`config.mk`:
```
export PLATFORM = sky130hd
export DESIGN_NAME = ssd_scan_driver
export DESIGN_NICKNAME = d
export VERILOG_FILES = /design/src/rtl/ssd_pkg.sv /design/src/rtl/ssd_bin2bcd.sv /design/src/rtl/ssd_scan_driver.sv
export SDC_FILE = /design/constraint.sdc
export NUM_CORES = 1
export LEC_CHECK = 0
export CAP_MARGIN = 20
export CORE_UTILIZATION = 64
export DETAILED_ROUTE_END_ITERATION = 16
export PLACE_DENSITY = 0.87
export RECOVER_POWER = 50
export SKIP_LAST_GASP = 1
export SLEW_MARGIN = 10
export SYNTH_ARGS = -nofsm -noshare
export SYNTH_HDL_FRONTEND = slang
export SYNTH_HIERARCHICAL = 1
export SYNTH_SLANG_ARGS = --single-unit
export TNS_END_PERCENT = 20
```
`constraint.sdc`:
```
create_clock -name clk -period 3.7 [get_ports clk]
set_input_delay 0.555 -clock clk [delete_from_list [all_inputs] [get_ports clk]]
set_output_delay 0.555 -clock clk [all_outputs]
set_load 0.01 [all_outputs]
```
`src/rtl/ssd_pkg.sv`:
```
// Shared constants and helpers for the multiplexed 7-segment scan driver.
// Segment vectors are active-low {a,b,c,d,e,f,g}.
package ssd_pkg;

  localparam logic [6:0] SEG_BLANK = 7'b1111111;
  localparam logic [6:0] SEG_DASH  = 7'b1111110;

  // Ceiling log2, never less than 1 so it can size a counter directly.
  function automatic int clog2_min1(input int n);
    int r;
    r = 0;
    while ((1 << r) < n) r++;
    return (r < 1) ? 1 : r;
  endfunction

  function automatic logic [6:0] seg_font(input logic [3:0] nib);
    logic [6:0] s;
    case (nib)
      4'h0: s = 7'b0000001;
      4'h1: s = 7'b1001111;
      4'h2: s = 7'b0010010;
      4'h3: s = 7'b0000110;
      4'h4: s = 7'b1001100;
      4'h5: s = 7'b0100100;
      4'h6: s = 7'b0100000;
      4'h7: s = 7'b0001111;
      4'h8: s = 7'b0000000;
      4'h9: s = 7'b0000100;
      4'hA: s = 7'b0001000;
      4'hB: s = 7'b1100000;
      4'hC: s = 7'b0110001;
      4'hD: s = 7'b1000010;
      4'hE: s = 7'b0110000;
      default: s = 7'b0111000;
    endcase
    return s;
  endfunction

endpackage

```
`src/rtl/ssd_bin2bcd.sv`:
```
// Iterative double-dabble converter: one add-3/shift step per clock, VAL_W steps.
// The first step is folded into the start cycle, so done rises VAL_W-1 cycles after start.
module ssd_bin2bcd #(
  parameter int DIGITS = 4,
  parameter int VAL_W  = 14
) (
  input  logic                  clk,
  input  logic                  rst_n,
  input  logic                  start,
  input  logic [VAL_W-1:0]      bin,
  output logic                  busy,
  output logic                  done,
  output logic [4*DIGITS-1:0]   bcd,
  output logic                  ovf
);
  import ssd_pkg::*;

  localparam int BCD_W  = 4 * (DIGITS + 1);
  localparam int STEP_W = clog2_min1(VAL_W + 1);

  logic [BCD_W-1:0]  r_bcd;
  logic [VAL_W-1:0]  r_bin;
  logic [STEP_W-1:0] r_step;
  logic              r_busy;
  logic              r_done;
  logic [BCD_W-1:0]  w_adj;

  for (genvar gi = 0; gi < DIGITS + 1; gi++) begin : g_adj
    assign w_adj[4*gi +: 4] = (r_bcd[4*gi +: 4] >= 4'd5) ? r_bcd[4*gi +: 4] + 4'd3
                                                          : r_bcd[4*gi +: 4];
  end

  always_ff @(posedge clk) begin
    if (!rst_n) begin
      r_bcd  <= '0;
      r_bin  <= '0;
      r_step <= '0;
      r_busy <= 1'b0;
      r_done <= 1'b0;
    end else if (start) begin
      // Register starts at zero, so the first add-3 pass is a no-op.
      r_bcd  <= {{(BCD_W-1){1'b0}}, bin[VAL_W-1]};
      r_bin  <= bin << 1;
      r_step <= STEP_W'(1);
      r_busy <= 1'b1;
      r_done <= (VAL_W == 1);
    end else if (r_busy && !r_done) begin
      r_bcd  <= {w_adj[BCD_W-2:0], r_bin[VAL_W-1]};
      r_bin  <= r_bin << 1;
      r_step <= r_step + STEP_W'(1);
      r_done <= (r_step == STEP_W'(VAL_W - 1));
    end else if (r_done) begin
      r_busy <= 1'b0;
      r_done <= 1'b0;
    end
  end

  assign busy = r_busy;
  assign done = r_done;
  assign bcd  = r_bcd[4*DIGITS-1:0];
  assign ovf  = |r_bcd[BCD_W-1 -: 4];

endmodule

```
`src/rtl/ssd_scan_driver.sv`:
```
// Multiplexed common-anode 7-segment driver: captures a value, converts it (hex or decimal),
// commits it atomically and scans the digits MSD first with a dead time at each slot start.
module ssd_scan_driver #(
  parameter int DIGITS      = 4,
  parameter int VAL_W       = 14,
  parameter int REFRESH_CYC = 262144,
  parameter int DEAD_CYC    = 16
) (
  input  logic              clk,
  input  logic              rst_n,
  input  logic [VAL_W-1:0]  value,
  input  logic              load,
  input  logic              hex_mode,
  input  logic              blank_lz,
  input  logic [DIGITS-1:0] dp_en,
  output logic              busy,
  output logic [DIGITS-1:0] anode,
  output logic [6:0]        seg,
  output logic              dp_n
);
  import ssd_pkg::*;

  localparam int CNT_W = clog2_min1(REFRESH_CYC);
  localparam int IDX_W = clog2_min1(DIGITS);
  localparam int EXT_W = (VAL_W > 4*DIGITS) ? VAL_W : 4*DIGITS;

  logic [VAL_W-1:0]          r_cap_val;
  logic                      r_cap_hex;
  logic                      r_cap_blz;
  logic [DIGITS-1:0]         r_cap_dp;
  logic                      r_start;

  logic [DIGITS-1:0][3:0]    r_dig;
  logic [DIGITS-1:0]         r_blank;
  logic [DIGITS-1:0]         r_dp;
  logic                      r_ovf;

  logic [CNT_W-1:0]          r_cnt;
  logic [IDX_W-1:0]          r_idx;
  logic [DIGITS-1:0]         r_anode;
  logic [6:0]                r_seg;
  logic                      r_dp_n;

  logic                      w_busy;
  logic                      w_done;
  logic                      w_accept;
  logic [4*DIGITS-1:0]       w_bcd;
  logic                      w_dec_ovf;
  logic [DIGITS-1:0][3:0]    w_dec_dig;
  logic [DIGITS-1:0][3:0]    w_hex_dig;
  logic [EXT_W-1:0]          w_hex_ext;
  logic                      w_hex_ovf;
  logic [DIGITS-1:0]         w_lz;
  logic                      w_run;
  logic                      w_commit;
  logic                      w_dead;
  logic [3:0]                w_sel_dig;
  logic [6:0]                w_sel_seg;

  assign w_accept = load && !w_busy;

  always_ff @(posedge clk) begin
    if (!rst_n) begin
      r_cap_val <= '0;
      r_cap_hex <= 1'b0;
      r_cap_blz <= 1'b0;
      r_cap_dp  <= '0;
      r_start   <= 1'b0;
    end else begin
      r_start <= w_accept;
      if (w_accept) begin
        r_cap_val <= value;
        r_cap_hex <= hex_mode;
        r_cap_blz <= blank_lz;
        r_cap_dp  <= dp_en;
      end
    end
  end

  ssd_bin2bcd #(
    .DIGITS (DIGITS),
    .VAL_W  (VAL_W)
  ) u_bin2bcd (
    .clk   (clk),
    .rst_n (rst_n),
    .start (r_start && !r_cap_hex),
    .bin   (r_cap_val),
    .busy  (w_busy),
    .done  (w_done),
    .bcd   (w_bcd),
    .ovf   (w_dec_ovf)
  );

  assign w_hex_ext = EXT_W'(r_cap_val);

  for (genvar gi = 0; gi < DIGITS; gi++) begin : g_dig
    assign w_hex_dig[gi] = w_hex_ext[4*gi +: 4];
    assign w_dec_dig[gi] = w_bcd[4*gi +: 4];
  end

  if (VAL_W > 4*DIGITS) begin : g_hex_ovf
    assign w_hex_ovf = |r_cap_val[VAL_W-1:4*DIGITS];
  end else begin : g_no_hex_ovf
    assign w_hex_ovf = 1'b0;
  end

  // Leading-zero mask walks down from the MSD; the LSD always stays visible.
  always_comb begin
    w_run = 1'b1;
    w_lz  = '0;
    for (int i = DIGITS - 1; i >= 1; i--) begin
      w_run   = w_run && (w_dec_dig[i] == 4'd0);
      w_lz[i] = w_run;
    end
  end

  assign w_commit = (r_start && r_cap_hex) || w_done;

  always_ff @(posedge clk) begin
    if (!rst_n) begin
      r_dig   <= '0;
      r_blank <= '0;
      r_dp    <= '0;
      r_ovf   <= 1'b0;
    end else if (w_commit) begin
      r_dig   <= r_cap_hex ? w_hex_dig : w_dec_dig;
      r_blank <= (!r_cap_hex && r_cap_blz) ? w_lz : '0;
      r_dp    <= r_cap_dp;
      r_ovf   <= r_cap_hex ? w_hex_ovf : w_dec_ovf;
    end
  end

  always_ff @(posedge clk) begin
    if (!rst_n) begin
      r_cnt <= '0;
      r_idx <= IDX_W'(DIGITS - 1);
    end else if (r_cnt == CNT_W'(REFRESH_CYC - 1)) begin
      r_cnt <= '0;
      r_idx <= (r_idx == '0) ? IDX_W'(DIGITS - 1) : r_idx - IDX_W'(1);
    end else begin
      r_cnt <= r_cnt + CNT_W'(1);
    end
  end

  assign w_dead    = (r_cnt < CNT_W'(DEAD_CYC));
  assign w_sel_dig = r_dig[r_idx];
  assign w_sel_seg = r_ovf          ? SEG_DASH  :
                     r_blank[r_idx] ? SEG_BLANK : seg_font(w_sel_dig);

  always_ff @(posedge clk) begin
    if (!rst_n) begin
      r_anode <= '1;
      r_seg   <= SEG_BLANK;
      r_dp_n  <= 1'b1;
    end else if (w_dead) begin
      r_anode <= '1;
      r_seg   <= SEG_BLANK;
      r_dp_n  <= 1'b1;
    end else begin
      r_anode <= ~(DIGITS'(1) << r_idx);
      r_seg   <= w_sel_seg;
      r_dp_n  <= ~r_dp[r_idx];
    end
  end

  assign busy  = w_busy;
  assign anode = r_anode;
  assign seg   = r_seg;
  assign dp_n  = r_dp_n;

endmodule

```
# == Word level (Yosys, flattened, before mapping) ==
# Memories as Yosys holds them, arrays and structs flattened.
# Cells that the tools add are included.
# word_totals
output_inout_bits,13
memories,1
regBits,117
mem_bits_ro,112
wordCells,99
# mem_list
memory,depth,word_bits,rd,rd_clocked_by_memory_dff,write_ports,line,source
(no name shown),16,7,1,0,0,ssd_pkg.sv:18,case (nib)
# op_classes
addsub,8
order_cmp,7
mux,26
eq_ne,3
n_reduce_logical,24
n_shift,1
bitwise,4
# op_table
operator,count
$mux W14,2
$mux W4,6
$ge A4 B3 Y1 const B,5
$add A18 B1 Y18 const B,1
$eq A18 B18 Y1 const B,1
$lt A18 B5 Y1 const B,1
$add A4 B2 Y4 const B,4
$mux W16,1
$logic_not A4 Y1,3
$mux W1,12
$bmux W4 S2,1
$reduce_or A4 Y1,2
$logic_and A1 B1 Y1,7
$reduce_or A2 Y1,3
$add A4 B1 Y4 const B,1
$bmux W1 S2,2
$eq A4 B4 Y1 const B,1
$not A4 Y4,1
$reduce_bool A2 Y1,2
$shl A1 B2 Y4 const A,1
$add A3 B2 Y3 const B,1
$logic_not A1 Y1,3
$lt A2 B3 Y1 const B,1
$mux W3,1
8 further kinds,10

# == Logic depth before layout (Yosys ltp) ==
# An unclocked memory read counts as a cell.
# depth
ltp_word,5
mapped_depth,7

# == Modules after synthesis ==
# The synthesis kept the hierarchy.
# modules_own_cells
mod,area_each_um2,seq_area_each_um2,cells_each,instances
ssd_scan_driver,3330.7,1541.5,370,1
ssd_bin2bcd,2273.4,780.7,247,1

# == Least setup slack after synthesis ==
# OpenSTA, ideal clock, no wires.
# synth_path
path_kind,reg-to-reg
startpoint,register r_idx[0]
endpoint,"register r_seg[3], in the netlist seg[3]"
t_arrival_ps,2009
required_ps,3565
path_slack_ps,1556
setup_ps,135
stages_incl_launch_ff,8
period_less_slack_ps,2144
cell_sequence,dfxtp_1 buf_2 mux4_2 inv_1 ha_1 inv_1 mux4_2 nand2b_1
# synth_via
elab_chain_len,3
# synth_rtl
item,line,source
from (decl),ssd_scan_driver.sv:39,logic [IDX_W-1:0] r_idx;
from (signal assigned),ssd_scan_driver.sv:136,r_idx <= IDX_W'(DIGITS - 1);
from (signal assigned),ssd_scan_driver.sv:139,r_idx <= (r_idx == '0) ? IDX_W'(DIGITS - 1) : r_idx - IDX_W'(1);
$bmux W4 S2 or $bmux W1 S2 (tied branches),"ssd_scan_driver.sv:146, ssd_scan_driver.sv:148",
$mux W4 (implied by the code) or $mux W1 (tied branches),"ssd_scan_driver.sv:146, ssd_scan_driver.sv:148",
$mem_v2 Z16 W7 or $reduce_or A4 Y1 (tied branches),--,
to (signal assigned),ssd_scan_driver.sv:161,r_seg <= w_sel_seg;
to (decl),ssd_scan_driver.sv:41,logic [6:0] r_seg;
# Several ways; a longest one is shown, not always the timed one. The select of a mux whose other input is x is not followed.
# A chain may end at the register's enable or synchronous reset.

# == Final worst setup path ==
# layout_path
startpoint,register r_cap_hex
endpoint,register u_bin2bcd.r_bcd[2]
# layout_via
elab_chain_len,3
# layout_rtl
item,line,source
from (decl),ssd_scan_driver.sv:28,logic r_cap_hex;
from (signal assigned),ssd_scan_driver.sv:73,r_cap_hex <= hex_mode;
$logic_not A1 Y1,ssd_scan_driver.sv:86,".start (r_start && !r_cap_hex),"
$logic_and A1 B1 Y1,ssd_scan_driver.sv:86,
$reduce_or A2 Y1 (no line),--,
to (signal assigned),ssd_bin2bcd.sv:42,"r_bcd <= {{(BCD_W-1){1'b0}}, bin[VAL_W-1]};"
to (signal assigned),ssd_bin2bcd.sv:48,"r_bcd <= {w_adj[BCD_W-2:0], r_bin[VAL_W-1]};"
to (decl),ssd_bin2bcd.sv:21,logic [BCD_W-1:0] r_bcd;
# Every way passes these cells.

==> metrics.csv <==
metric,value,unit
critPathRequiredTime,4.11,ns
ys_ff_latch,116,
start_util,0.672,
path_buf_inv,1,
hold_viol,0,
wl_per_cell,17.5,um
cts_hold_buf,0,
insertion_delay,0.52,ns
drc,0,
drt_iter0_drc,344,
drt_wl_total,13.1,mm
ys_types,54,
skew,0.00751,ns
p_leak,0.00238,uW
synth_area,5600,um^2
startpoint_type,register,
slew_headroom,-0.449,
die_y,95.6,um
yosys_warnings,6,
syn_to_final_growth,14.9,%
layout-drive-gt1-share,0.0997,
status,"finished, violations left",
drv_cap,1,
portBuffers,35,
fill_cells,518,
setup_violations,0,
min-delay-start,u_bin2bcd/r_step[3]$_SDFFE_PP0P_,
min_path_type,reg2reg,
via_per_inst,6.15,
clk_pin_slew,0.06,ns
crit_arrival,3.19,ns
synth_top_area_frac,0.414,
r2r-start,r_cap_hex$_SDFFE_PN0P_,
final_max_slew_viol_count,50,
critical_path.top_delay_family,simple AND/OR/NAND/NOR gates,
synth_edf_count,0,
violations,"max-capacitance violations, max-slew violations",
cts_resized,0,
syn-instance-count,617,
antenna_left,0,
rsz0062_at_grt,no,
coreArea,8340,um^2
endpoint_kind,register,
fin_crit_sh,0.752,
async_flop_share,0,
clock-sinks,116,
synth_area_per_cell,9.08,um^2
gr-usage-all-layers,0.307,
gp_congestion,0.863,
post-synth-top-area-cell,dfxtp_1,
synth_fp_nets,664,
die-area,9130,um^2
hpwl,8.10,mm
antenna_cells,0,
multi_input_area,2870,um^2
rows,33,
critPathMaxStageDelay,0.78,ns
grt_start_max_net_pins,50,
timing.setup.tns,0,ns
grt_pass1_vias,4407,
startpoint,r_cap_hex$_SDFFE_PN0P_,
cp_slowest_cell,clkbuf_1,
worstMarginPinSlew,2.17,ns
hold_ws,0.449,ns
dr.pass1.iters,5,
nNetsFinal,676,
path_class,reg2reg,
layout_commonest_cell,dfxtp_1,
root_buffer,clkbuf_8,
grt_overflow,0,
synthTopCellsByArea,"dfxtp_1, ha_1, nand2_1",
ys_seq_area_frac,0.414,
cts_buffers,17,
path_cells,clkbuf_1 > nor2b_1 > and2b_1 > nand2_2 > o311ai_0,
ios,36,
clk_path_buf_depth,2,
fmax,359,MHz
p_per_area,492,nW/um^2
htree_levels,4,
cts_tree,yes,
grt_antenna_before_repair,0,
crit_fanout,17,
die_w,95.6,um
layout_common_cells,"dfxtp_1, nand2_1, nor2_1",
synthFlopType,dfxtp_1,
cts_setup_buffers,0,
fin_crit,2.78,ns
ff_latch_area,2320,um^2
grt_pass1_wl,21.2,mm
irDropWorstVdd,292,uV
routed-via-count,4592,
## synthesized netlist by cell type, types with 3 or more instances
cell type,instances
nor2b_1,9
ha_1,24
o221ai_1,3
nand2b_1,18
nand2_1,72
o211ai_1,9
mux4_2,6
a211oi_1,15
nand3b_1,5
nand3_1,25
mux2i_1,16
clkbuf_1,18
xnor2_1,13
o31ai_1,5
buf_2,9
o211a_1,13
mux2_2,7
nor3_1,6
xor2_1,4
inv_1,33
o21a_1,8
buf_4,17
a22oi_1,3
o2111ai_1,10
a21oi_1,40
dfxtp_1,116
or3_1,5
mux2_4,7
nor2_1,45
o311ai_0,6
o21ai_0,16
nor4_1,7
## stage by stage
stage          area [um^2]  utilization  total power (uW)  setup slack (ns)  std cells
3_5_place_dp          5850        0.701              1530              1.16        715
3_3_place_gp          5850        0.701              1520              1.24        715
4_1_cts               6450        0.773              3160              1.28        747
5_1_grt               6440        0.772              3250             0.696        747
2_1_floorplan         5600            -              1470              1.56        617
6_report              6440        0.772              3170             0.916        747
## worst paths after layout
| check | end | slack, ns | depth (start not counted) |
|---|---|---|---|
| setup / recovery | u_bin2bcd/r_bcd[2]$_SDFFE_PP0P_ | 0.92 | 5 |
| setup reg to reg | u_bin2bcd/r_bcd[2]$_SDFFE_PP0P_ | 0.92 | 5 |
| hold / removal | u_bin2bcd/done$_SDFF_PP0_ | 0.45 | 2 |
| hold reg to reg | u_bin2bcd/done$_SDFF_PP0_ | 0.45 | 2 |
## worst register-to-register path, stage by stage, from the launching register on
cell and delay (ns):
dfxtp_1 0.45, clkbuf_1 0.78, nor2b_1 0.21, and2b_1 0.61
nand2_2 0.24, o311ai_0 0.38
## cell families (layout without fill, tap and decap cells)
kind of cell | count (synthesis) | count (layout) | share of synthesized area
AND/OR/NAND/NOR | 206 | 206 | 0.179
AO/OA/AOI/OAI | 136 | 136 | 0.167
flip-flops | 116 | 116 | 0.414
buffers and inverters | 82 | 107 | 0.0739
multiplexers | 36 | 36 | 0.0855
adder cells (fa/ha/maj) | 24 | 24 | 0.0536
XOR/XNOR | 17 | 17 | 0.0266
## where the power goes
part	switching, uW	total, uW	internal [uW]
sequential	31.5	1320	1290
combinational	104	195	90.8
clock	596	1660	1060
## sequential cells by signal, summed over array words and instances, names as in the netlist, 7 cells and up
name / cells
r_cap_val: 14
r_cnt: 18
r_dig: 16
seg: 7
u_bin2bcd/r_bcd: 20
u_bin2bcd/r_bin: 13
## area by class of cell
| type | instances | area share |
|---|---|---|
| inverter | 33 | 0.0192 |
| tap | 105 | 0.0204 |
| multi-input combinational | 419 | 0.445 |
| timing repair buffer | 42 | 0.0614 |
| sequential | 116 | 0.361 |
| clock buffer | 20 | 0.0692 |
| clock inverter | 12 | 0.0239 |
## metal layers
metal / GRT usage / vias up / wire length, um
met4: 0.160 / 0 / 375
met5: 0 / - / 0
li1: - / 2179 / -
met1: 0.370 / 2164 / 5500
met2: 0.514 / 208 / 6430
met3: 0.0630 / 41 / 782
No activity file was read; power rests on OpenSTA's default activity.
